$ cat src/rtl/rv_wb_pkg.sv
// Shared types for the Wishbone request arbiter: FSM encoding and
// arbitration-mode constants.
package rv_wb_pkg;

  typedef enum logic [1:0] {
    ST_IDLE = 2'd0,
    ST_BUS  = 2'd1,
    ST_RESP = 2'd2
  } state_e;

  localparam int PRIO_FIXED = 0;
  localparam int PRIO_RR    = 1;

endpackage

$ cat src/rtl/rv_wb_arbiter_if.sv
// Wishbone classic master bus between the arbiter and a single slave.
interface rv_wb_arbiter_if;
  logic [31:0] o_wb_adr;
  logic [31:0] o_wb_dat;
  logic [3:0]  o_wb_sel;
  logic        o_wb_we;
  logic        o_wb_cyc;
  logic        o_wb_stb;
  logic [31:0] i_wb_dat;
  logic        i_wb_ack;
  logic        i_wb_err;

  modport master (
    output o_wb_adr, o_wb_dat, o_wb_sel, o_wb_we, o_wb_cyc, o_wb_stb,
    input  i_wb_dat, i_wb_ack, i_wb_err
  );

  modport slave (
    input  o_wb_adr, o_wb_dat, o_wb_sel, o_wb_we, o_wb_cyc, o_wb_stb,
    output i_wb_dat, i_wb_ack, i_wb_err
  );
endinterface

$ cat src/rtl/rv_wb_rr_arbiter.sv
// Combinational grant selection. The search starts at port 0 in fixed
// mode and at last_grant+1 (wrapping) in round-robin mode; the first
// requesting port found wins.
module rv_wb_rr_arbiter
  import rv_wb_pkg::*;
#(
  parameter int NUM_PORTS = 2,
  parameter int MODE      = PRIO_FIXED,
  localparam int IDX_W    = (NUM_PORTS > 1) ? $clog2(NUM_PORTS) : 1
) (
  input  logic [NUM_PORTS-1:0] i_req,
  input  logic [IDX_W-1:0]     i_last_grant,
  output logic [IDX_W-1:0]     o_grant,
  output logic                 o_valid
);

  // Scan all ports once from the mode-dependent start index.
  always_comb begin : p_search
    int start;
    int idx;
    o_grant = '0;
    o_valid = 1'b0;
    start   = (MODE == PRIO_RR) ? ((int'(i_last_grant) + 1) % NUM_PORTS) : 0;
    for (int k = 0; k < NUM_PORTS; k++) begin
      idx = (start + k) % NUM_PORTS;
      if (!o_valid && i_req[IDX_W'(idx)]) begin
        o_valid = 1'b1;
        o_grant = IDX_W'(idx);
      end
    end
  end

endmodule

$ cat src/rtl/rv_wb_arbiter.sv
// N-port to one Wishbone classic master arbiter. IDLE picks a winner and
// latches its request, BUS holds cyc/stb until the slave answers, RESP
// returns a one-cycle ack or err pulse to the granted port.
// Optional macro RV_WB_TIMEOUT_EN aborts a BUS phase after TIMEOUT_CYCLES
// cycles with an error response and zero read data.
module rv_wb_arbiter
  import rv_wb_pkg::*;
#(
  parameter int NUM_PORTS      = 2,
  parameter int PRIORITY_MODE  = PRIO_FIXED,
  parameter int TIMEOUT_CYCLES = 255
) (
  input  logic                      i_clk,
  input  logic                      i_reset_n,
  input  logic [NUM_PORTS-1:0]      i_req,
  input  logic [NUM_PORTS-1:0]      i_we,
  input  logic [NUM_PORTS-1:0][31:0] i_addr,
  input  logic [NUM_PORTS-1:0][31:0] i_wdata,
  input  logic [NUM_PORTS-1:0][3:0]  i_sel,
  output logic [NUM_PORTS-1:0]      o_ack,
  output logic [NUM_PORTS-1:0]      o_err,
  output logic [31:0]               o_rdata,
  output logic                      o_busy,
  rv_wb_arbiter_if.master           wb
);

  localparam int IDX_W = (NUM_PORTS > 1) ? $clog2(NUM_PORTS) : 1;

  state_e           state_q, state_d;
  logic [IDX_W-1:0] grant_q, grant_d;
  logic [IDX_W-1:0] last_q, last_d;
  logic [31:0]      adr_q, adr_d;
  logic [31:0]      dat_q, dat_d;
  logic [3:0]       sel_q, sel_d;
  logic             we_q, we_d;
  logic [31:0]      rdata_q, rdata_d;
  logic             err_q, err_d;
  logic [IDX_W-1:0] arb_grant;
  logic             arb_valid;
  logic             timeout;

  rv_wb_rr_arbiter #(
    .NUM_PORTS (NUM_PORTS),
    .MODE      (PRIORITY_MODE)
  ) u_arb (
    .i_req        (i_req),
    .i_last_grant (last_q),
    .o_grant      (arb_grant),
    .o_valid      (arb_valid)
  );

`ifdef RV_WB_TIMEOUT_EN
  localparam int TO_W = $clog2(TIMEOUT_CYCLES + 1);
  logic [TO_W-1:0] to_cnt_q, to_cnt_d;

  // Count BUS cycles; the count is held at zero outside BUS.
  always_comb begin
    to_cnt_d = '0;
    timeout  = 1'b0;
    if (state_q == ST_BUS) begin
      to_cnt_d = to_cnt_q + TO_W'(1);
      timeout  = (to_cnt_d == TO_W'(TIMEOUT_CYCLES));
    end
  end

  // Timeout counter register.
  always_ff @(posedge i_clk) begin
    if (!i_reset_n) to_cnt_q <= '0;
    else            to_cnt_q <= to_cnt_d;
  end
`else
  assign timeout = 1'b0;
  // TIMEOUT_CYCLES has no effect in this build.
  if (TIMEOUT_CYCLES < 0) begin : g_timeout_unused
  end
`endif

  // Next-state, request capture and response capture.
  always_comb begin
    state_d = state_q;
    grant_d = grant_q;
    last_d  = last_q;
    adr_d   = adr_q;
    dat_d   = dat_q;
    sel_d   = sel_q;
    we_d    = we_q;
    rdata_d = rdata_q;
    err_d   = err_q;
    case (state_q)
      ST_IDLE: begin
        if (arb_valid) begin
          state_d = ST_BUS;
          grant_d = arb_grant;
          last_d  = arb_grant;
          adr_d   = i_addr[arb_grant];
          dat_d   = i_wdata[arb_grant];
          sel_d   = i_sel[arb_grant];
          we_d    = i_we[arb_grant];
        end
      end
      ST_BUS: begin
        // Error (slave or timeout) takes precedence over a coincident ack.
        if (wb.i_wb_err || timeout) begin
          state_d = ST_RESP;
          err_d   = 1'b1;
          rdata_d = '0;
        end else if (wb.i_wb_ack) begin
          state_d = ST_RESP;
          err_d   = 1'b0;
          rdata_d = wb.i_wb_dat;
        end
      end
      ST_RESP: state_d = ST_IDLE;
      default: state_d = ST_IDLE;
    endcase
  end

  // State and latched-request registers.
  always_ff @(posedge i_clk) begin
    if (!i_reset_n) begin
      state_q <= ST_IDLE;
      grant_q <= '0;
      last_q  <= IDX_W'(NUM_PORTS - 1);
      adr_q   <= '0;
      dat_q   <= '0;
      sel_q   <= '0;
      we_q    <= 1'b0;
      rdata_q <= '0;
      err_q   <= 1'b0;
    end else begin
      state_q <= state_d;
      grant_q <= grant_d;
      last_q  <= last_d;
      adr_q   <= adr_d;
      dat_q   <= dat_d;
      sel_q   <= sel_d;
      we_q    <= we_d;
      rdata_q <= rdata_d;
      err_q   <= err_d;
    end
  end

  // Completion pulse decode for the granted port during RESP.
  always_comb begin
    o_ack = '0;
    o_err = '0;
    if (state_q == ST_RESP) begin
      if (err_q) o_err[grant_q] = 1'b1;
      else       o_ack[grant_q] = 1'b1;
    end
  end

  assign wb.o_wb_adr = adr_q;
  assign wb.o_wb_dat = dat_q;
  assign wb.o_wb_sel = sel_q;
  assign wb.o_wb_we  = we_q;
  assign wb.o_wb_cyc = (state_q == ST_BUS);
  assign wb.o_wb_stb = (state_q == ST_BUS);
  assign o_rdata     = rdata_q;
  assign o_busy      = (state_q != ST_IDLE);

endmodule
$ cat src/flat_wrapper.sv
// flat-port wrapper written by rule: the top's interface ports become plain ports
module rv_wb_arbiter_flat import rv_wb_pkg::*;
#(
  parameter int NUM_PORTS      = 2,
  parameter int PRIORITY_MODE  = PRIO_FIXED,
  parameter int TIMEOUT_CYCLES = 255
)
  (i_clk, i_reset_n, i_req, i_we, i_addr, i_wdata, i_sel, o_ack, o_err, o_rdata, o_busy, wb_o_wb_adr, wb_o_wb_dat, wb_o_wb_sel, wb_o_wb_we, wb_o_wb_cyc, wb_o_wb_stb, wb_i_wb_dat, wb_i_wb_ack, wb_i_wb_err);
  rv_wb_arbiter_if wb_i ();
  input  logic i_clk;
  input  logic i_reset_n;
  input  logic [NUM_PORTS-1:0] i_req;
  input  logic [NUM_PORTS-1:0] i_we;
  input  logic [NUM_PORTS-1:0][31:0] i_addr;
  input  logic [NUM_PORTS-1:0][31:0] i_wdata;
  input  logic [NUM_PORTS-1:0][3:0] i_sel;
  output logic [NUM_PORTS-1:0] o_ack;
  output logic [NUM_PORTS-1:0] o_err;
  output logic [31:0] o_rdata;
  output logic o_busy;
  output wire logic [$bits(wb_i.o_wb_adr)-1:0] wb_o_wb_adr;
  output wire logic [$bits(wb_i.o_wb_dat)-1:0] wb_o_wb_dat;
  output wire logic [$bits(wb_i.o_wb_sel)-1:0] wb_o_wb_sel;
  output wire logic [$bits(wb_i.o_wb_we)-1:0] wb_o_wb_we;
  output wire logic [$bits(wb_i.o_wb_cyc)-1:0] wb_o_wb_cyc;
  output wire logic [$bits(wb_i.o_wb_stb)-1:0] wb_o_wb_stb;
  input wire logic [$bits(wb_i.i_wb_dat)-1:0] wb_i_wb_dat;
  input wire logic [$bits(wb_i.i_wb_ack)-1:0] wb_i_wb_ack;
  input wire logic [$bits(wb_i.i_wb_err)-1:0] wb_i_wb_err;
  assign wb_o_wb_adr = wb_i.o_wb_adr;
  assign wb_o_wb_dat = wb_i.o_wb_dat;
  assign wb_o_wb_sel = wb_i.o_wb_sel;
  assign wb_o_wb_we = wb_i.o_wb_we;
  assign wb_o_wb_cyc = wb_i.o_wb_cyc;
  assign wb_o_wb_stb = wb_i.o_wb_stb;
  assign wb_i.i_wb_dat = wb_i_wb_dat;
  assign wb_i.i_wb_ack = wb_i_wb_ack;
  assign wb_i.i_wb_err = wb_i_wb_err;
  rv_wb_arbiter #(.NUM_PORTS(NUM_PORTS), .PRIORITY_MODE(PRIORITY_MODE), .TIMEOUT_CYCLES(TIMEOUT_CYCLES)) u_core (.i_clk(i_clk), .i_reset_n(i_reset_n), .i_req(i_req), .i_we(i_we), .i_addr(i_addr), .i_wdata(i_wdata), .i_sel(i_sel), .o_ack(o_ack), .o_err(o_err), .o_rdata(o_rdata), .o_busy(o_busy), .wb(wb_i));
endmodule
$ cat config.mk
export PLATFORM = sky130hd
export DESIGN_NAME = rv_wb_arbiter_flat
export DESIGN_NICKNAME = d
export VERILOG_FILES = /design/src/rtl/rv_wb_pkg.sv /design/src/rtl/rv_wb_arbiter_if.sv /design/src/rtl/rv_wb_rr_arbiter.sv /design/src/rtl/rv_wb_arbiter.sv /design/src/flat_wrapper.sv
export SDC_FILE = /design/constraint.sdc
export NUM_CORES = 1
export LEC_CHECK = 0
export BUFFER_PORTS_ARGS = -buffer_cell sky130_fd_sc_hd__buf_2
export CAP_MARGIN = 5
export CORE_AREA = 5 5 106 108
export DETAILED_ROUTE_END_ITERATION = 8
export DIE_AREA = 0 0 111 113
export GPL_ROUTABILITY_DRIVEN = 0
export PLACE_DENSITY = 0.84
export SLEW_MARGIN = 25
export SYNTH_ARGS = -nofsm -noshare
export SYNTH_HDL_FRONTEND = slang
export SYNTH_SLANG_ARGS = --single-unit
$ cat constraint.sdc
create_clock -name i_clk -period 3.8 [get_ports i_clk]
set_input_delay 0.19 -clock i_clk [delete_from_list [all_inputs] [get_ports i_clk]]
set_output_delay 0.19 -clock i_clk [all_outputs]
set_load 0.1 [all_outputs]
==> summary by stage <==
Pwr
The worst-case vdd ir drop is 0.2222 mV. The leakage power figure is 2.379 nW. The total power is 2.554 mW. The power per standard cell area is 486.1 mW/mm2.

Synthesis
Among all flip-flop cells after synthesis, the most frequent one is sky130_fd_sc_hd__dfxtp_1. The synthesized netlist occupies a cell area of 0.004094 mm2. The async set-or-reset flop fraction in the synthesized netlist is 0%. The number of library cell types mapped by synthesis is 30. The total of warnings raised by yosys is 0. Each instance of the synthesized netlist takes up on average 8.674 um2. The largest total area in the synthesized netlist belongs to sky130_fd_sc_hd__dfxtp_1. The post-synthesis cell count is 472.

The count of flip-flops with a built-in enable after synthesis is 0. By area the synthesized netlist is led by sky130_fd_sc_hd__dfxtp_1, sky130_fd_sc_hd__nand2_1, sky130_fd_sc_hd__nand3_1. The flop and latch count out of synthesis is 104. The share of the synthesized area in the top cell type is 50.86%. The share of the Yosys chip area taken by registers is 50.86%.

Global routing
For this run the aggregate overflow at the end of global routing stands at 0. The via count of the first global-routing pass came to 3492. The wire length of the first global-routing pass is 16530 um. The number of antenna violations at the first check in global routing is 0. Entering global routing, the biggest net connects 149 pins. Global routing used 15.63% of the available tracks.

Drt
The first-pass iteration count of the detailed router is 4. After detailed routing, the average wire length per cell comes to 13.01 um. In the routed layout, each cell is associated on average with a via count of 4.775. For this block, the initial DRC count from the detailed router was 292.

The overall via count from detail_route is 3777. The total length of routed wires is 10290 um. The number of antenna-violating nets in the routed design is 0. The final routed DRC violation total is 0.

Clock network
The later pin in the worst-skew pair is clocked with a latency of 0.36 ns. In this run the number of H-tree levels came out at 3. The longest clock path from root to sink contains 2 buffers. Buffers inserted to repair hold after CTS numbered 0. The post-CTS setup-driven buffer insertion count is 0.

After clock tree synthesis, the clock-pin slew on the worst setup and hold paths is 0.10 ns. The root buffer cell chosen for the clock tree is sky130_fd_sc_hd__clkbuf_8. The TritonCTS clock tree is done. Counting every sink on the clock net gives 104. Counting the buffers created by CTS gives 9. The post-CTS resize count is 0.

Floorplan
The vertical die dimension is 113 um. The die outline width is 111 um. In this run the core area contains 37 standard-cell rows. Once the floorplan was initialized, standard cells occupied 40.38% of the core. The die covers 0.01254 mm2. The total area inside the core boundary comes to 0.01014 mm2. The number of primary I/O pins is 284.

STA
At the pin with the least slew margin, the transition time is 0.9604 ns. Setup repair after global routing left no endpoint under its margin. The clock skew after layout is 0.01774 ns.

The number of setup violations in the final report is 0. The peak clock frequency supported by timing is 540.9 MHz. The worst path meets setup with 1.951 ns of slack.

The number of slew-limit violations in the final report is 0. The count of final hold-check violations is 0. In the finished design, the share of the clock period the worst path needs comes to 48.65%. In this run the tightest slew margin relative to its limit is 35.97%. Subtracting the final worst setup slack from the clock period gives 1.849 ns. The setup TNS is 0 ns.

Finish
The share of layout cells above drive strength 1 is 36.03%. The final instance count without filler cells is 791. The layout has 943 filler cells. For this run, the post-layout net count is 826. The post-synthesis to final-layout area growth is 28.36%. The number of diodes is 0.

Run status
The run finished with clean final reports.

Worst setup path
The critical path's slowest cell is sky130_fd_sc_hd__buf_2. The biggest cell delay along the critical path is 0.50 ns. The critical path is of the reg -> out type. Of all nets on the critical path, the largest fanout is 10. The cell family contributing the most delay on the critical path is buffers and inverters.

The number of buffers and inverters on the critical path is 1. The worst setup path is captured at an output port. The signal on the critical path passes through nor2b_2 -> buf_2. The startpoint kind of the worst setup timing path is a flip-flop.

The endpoint required time on the critical path is 3.61 ns. The arrival time at the worst endpoint is 1.66 ns.

Placement
The instance count after placement with tap cells included is 775. During placement, the flow inserted port buffers numbering 211. Timing analysis after detailed placement gives a worst setup slack of 2.103 ns. The detailed placer's ending HPWL is 7342 um.

Flow run
The number of max-cap violations is 0.

Hold path
In this run the worst hold path is classified as in -> reg.
power by group:
group / switching, mW / internal, mW
Combinational: 0.610 / 0.132
Clock: 0.385 / 0.247
Sequential: 0.0296 / 1.15
Total: 1.02 / 1.53
worst reg2reg max path: stages, from the launching register on:
cell                      delay (ns)
sky130_fd_sc_hd__dfxtp_1        0.42
sky130_fd_sc_hd__nor2b_2        0.39
sky130_fd_sc_hd__and2_4         0.58
sky130_fd_sc_hd__mux2i_1        0.25
worst paths after layout:
check / start / end / slack [ns] / cells after the start
min: i_addr[0] / u_core.wb.o_wb_adr[0]$_SDFFE_PN0P_ / 0.04 / 3
max: u_core.state_q[0]$_SDFFE_PN0P_ / wb_o_wb_stb / 1.95 / 2
min reg2reg: u_core.o_rdata[22]$_SDFFE_PN0P_ / u_core.o_rdata[22]$_SDFFE_PN0P_ / 0.45 / 2
max reg2reg: u_core.state_q[0]$_SDFFE_PN0P_ / u_core.o_rdata[25]$_SDFFE_PN0P_ / 2.10 / 3
layout make-up:
type	count	area, um2	area share (%)
Tap cell	136	170.2	3.238
Multi-Input combinational cell	320	1733	32.98
Timing Repair Buffer	215	1092	20.79
Clock buffer	10	127.6	2.429
Sequential cell	104	2082	39.62
Clock inverter	6	50.05	0.9524
kinds of logic after synthesis:
logic type / Yosys count / synth area share, %
AOI/OAI and AO/OA: 75 / 9.260
other: 1 / 0.09160
buffers and inverters: 49 / 7.060
DFF: 104 / 50.86
and+or+nand+nor: 214 / 25.64
muxes: 29 / 7.091
registers in the layout, indices dropped and copies added (netlist names):
signal              count
u_core.wb.o_wb_adr     32
u_core.wb.o_wb_sel      4
u_core.o_rdata         32
u_core.wb.o_wb_dat     32
u_core.state_q          2
u_core.err_q            1
u_core.wb.o_wb_we       1
stage by stage:
stage	area [um2]	hold WS [ns]	util (%)
2_1_floorplan	4098	0.3204	-
3_3_place_gp	5077	0.4035	50.08
3_5_place_dp	5077	0.4105	50.08
4_1_cts	5255	0.01755	51.83
5_1_grt	5255	0.02729	51.83
6_report	5255	0.04171	51.83
synth_stat cells, types with 2 or more instances:
| library cell | number |
|---|---|
| sky130_fd_sc_hd__a21oi_1 | 2 |
| sky130_fd_sc_hd__buf_12 | 2 |
| sky130_fd_sc_hd__buf_2 | 10 |
| sky130_fd_sc_hd__buf_4 | 4 |
| sky130_fd_sc_hd__buf_6 | 4 |
| sky130_fd_sc_hd__clkbuf_1 | 24 |
| sky130_fd_sc_hd__clkbuf_2 | 3 |
| sky130_fd_sc_hd__dfxtp_1 | 104 |
| sky130_fd_sc_hd__mux2i_1 | 29 |
| sky130_fd_sc_hd__nand2_1 | 102 |
| sky130_fd_sc_hd__nand3_1 | 69 |
| sky130_fd_sc_hd__nand3b_1 | 29 |
| sky130_fd_sc_hd__nand4_1 | 3 |
| sky130_fd_sc_hd__o21ai_0 | 61 |
| sky130_fd_sc_hd__o21ai_1 | 11 |
layout by cell type, fill, tap and decap left out, drive strengths merged:
cell        n
and2b       1
clkinvlp    2
dfxtp     104
nand4       3
buf       215
nand3      69
nor2b       2
a21oi       2
clkinv      1
and2        1
a31o        1
and3b       1
conb        2
clkbuf     10
o21ai      72
nand3b     29
inv         3
mux2i      29
nand2     102
nor3b       2
or2         2
and3        1
nor2        1
layer usage:
layer,part of all wire [%],global-route usage (%),up-vias,wire [um]
met1,42,19.19,1671,4352
li1,-,-,1946,-
met5,0,0,-,0
met2,47,25.61,149,4868
met4,1.4,4.433,0,139
met3,9.0,6.096,11,929
Power figures use the tool's default switching activity.
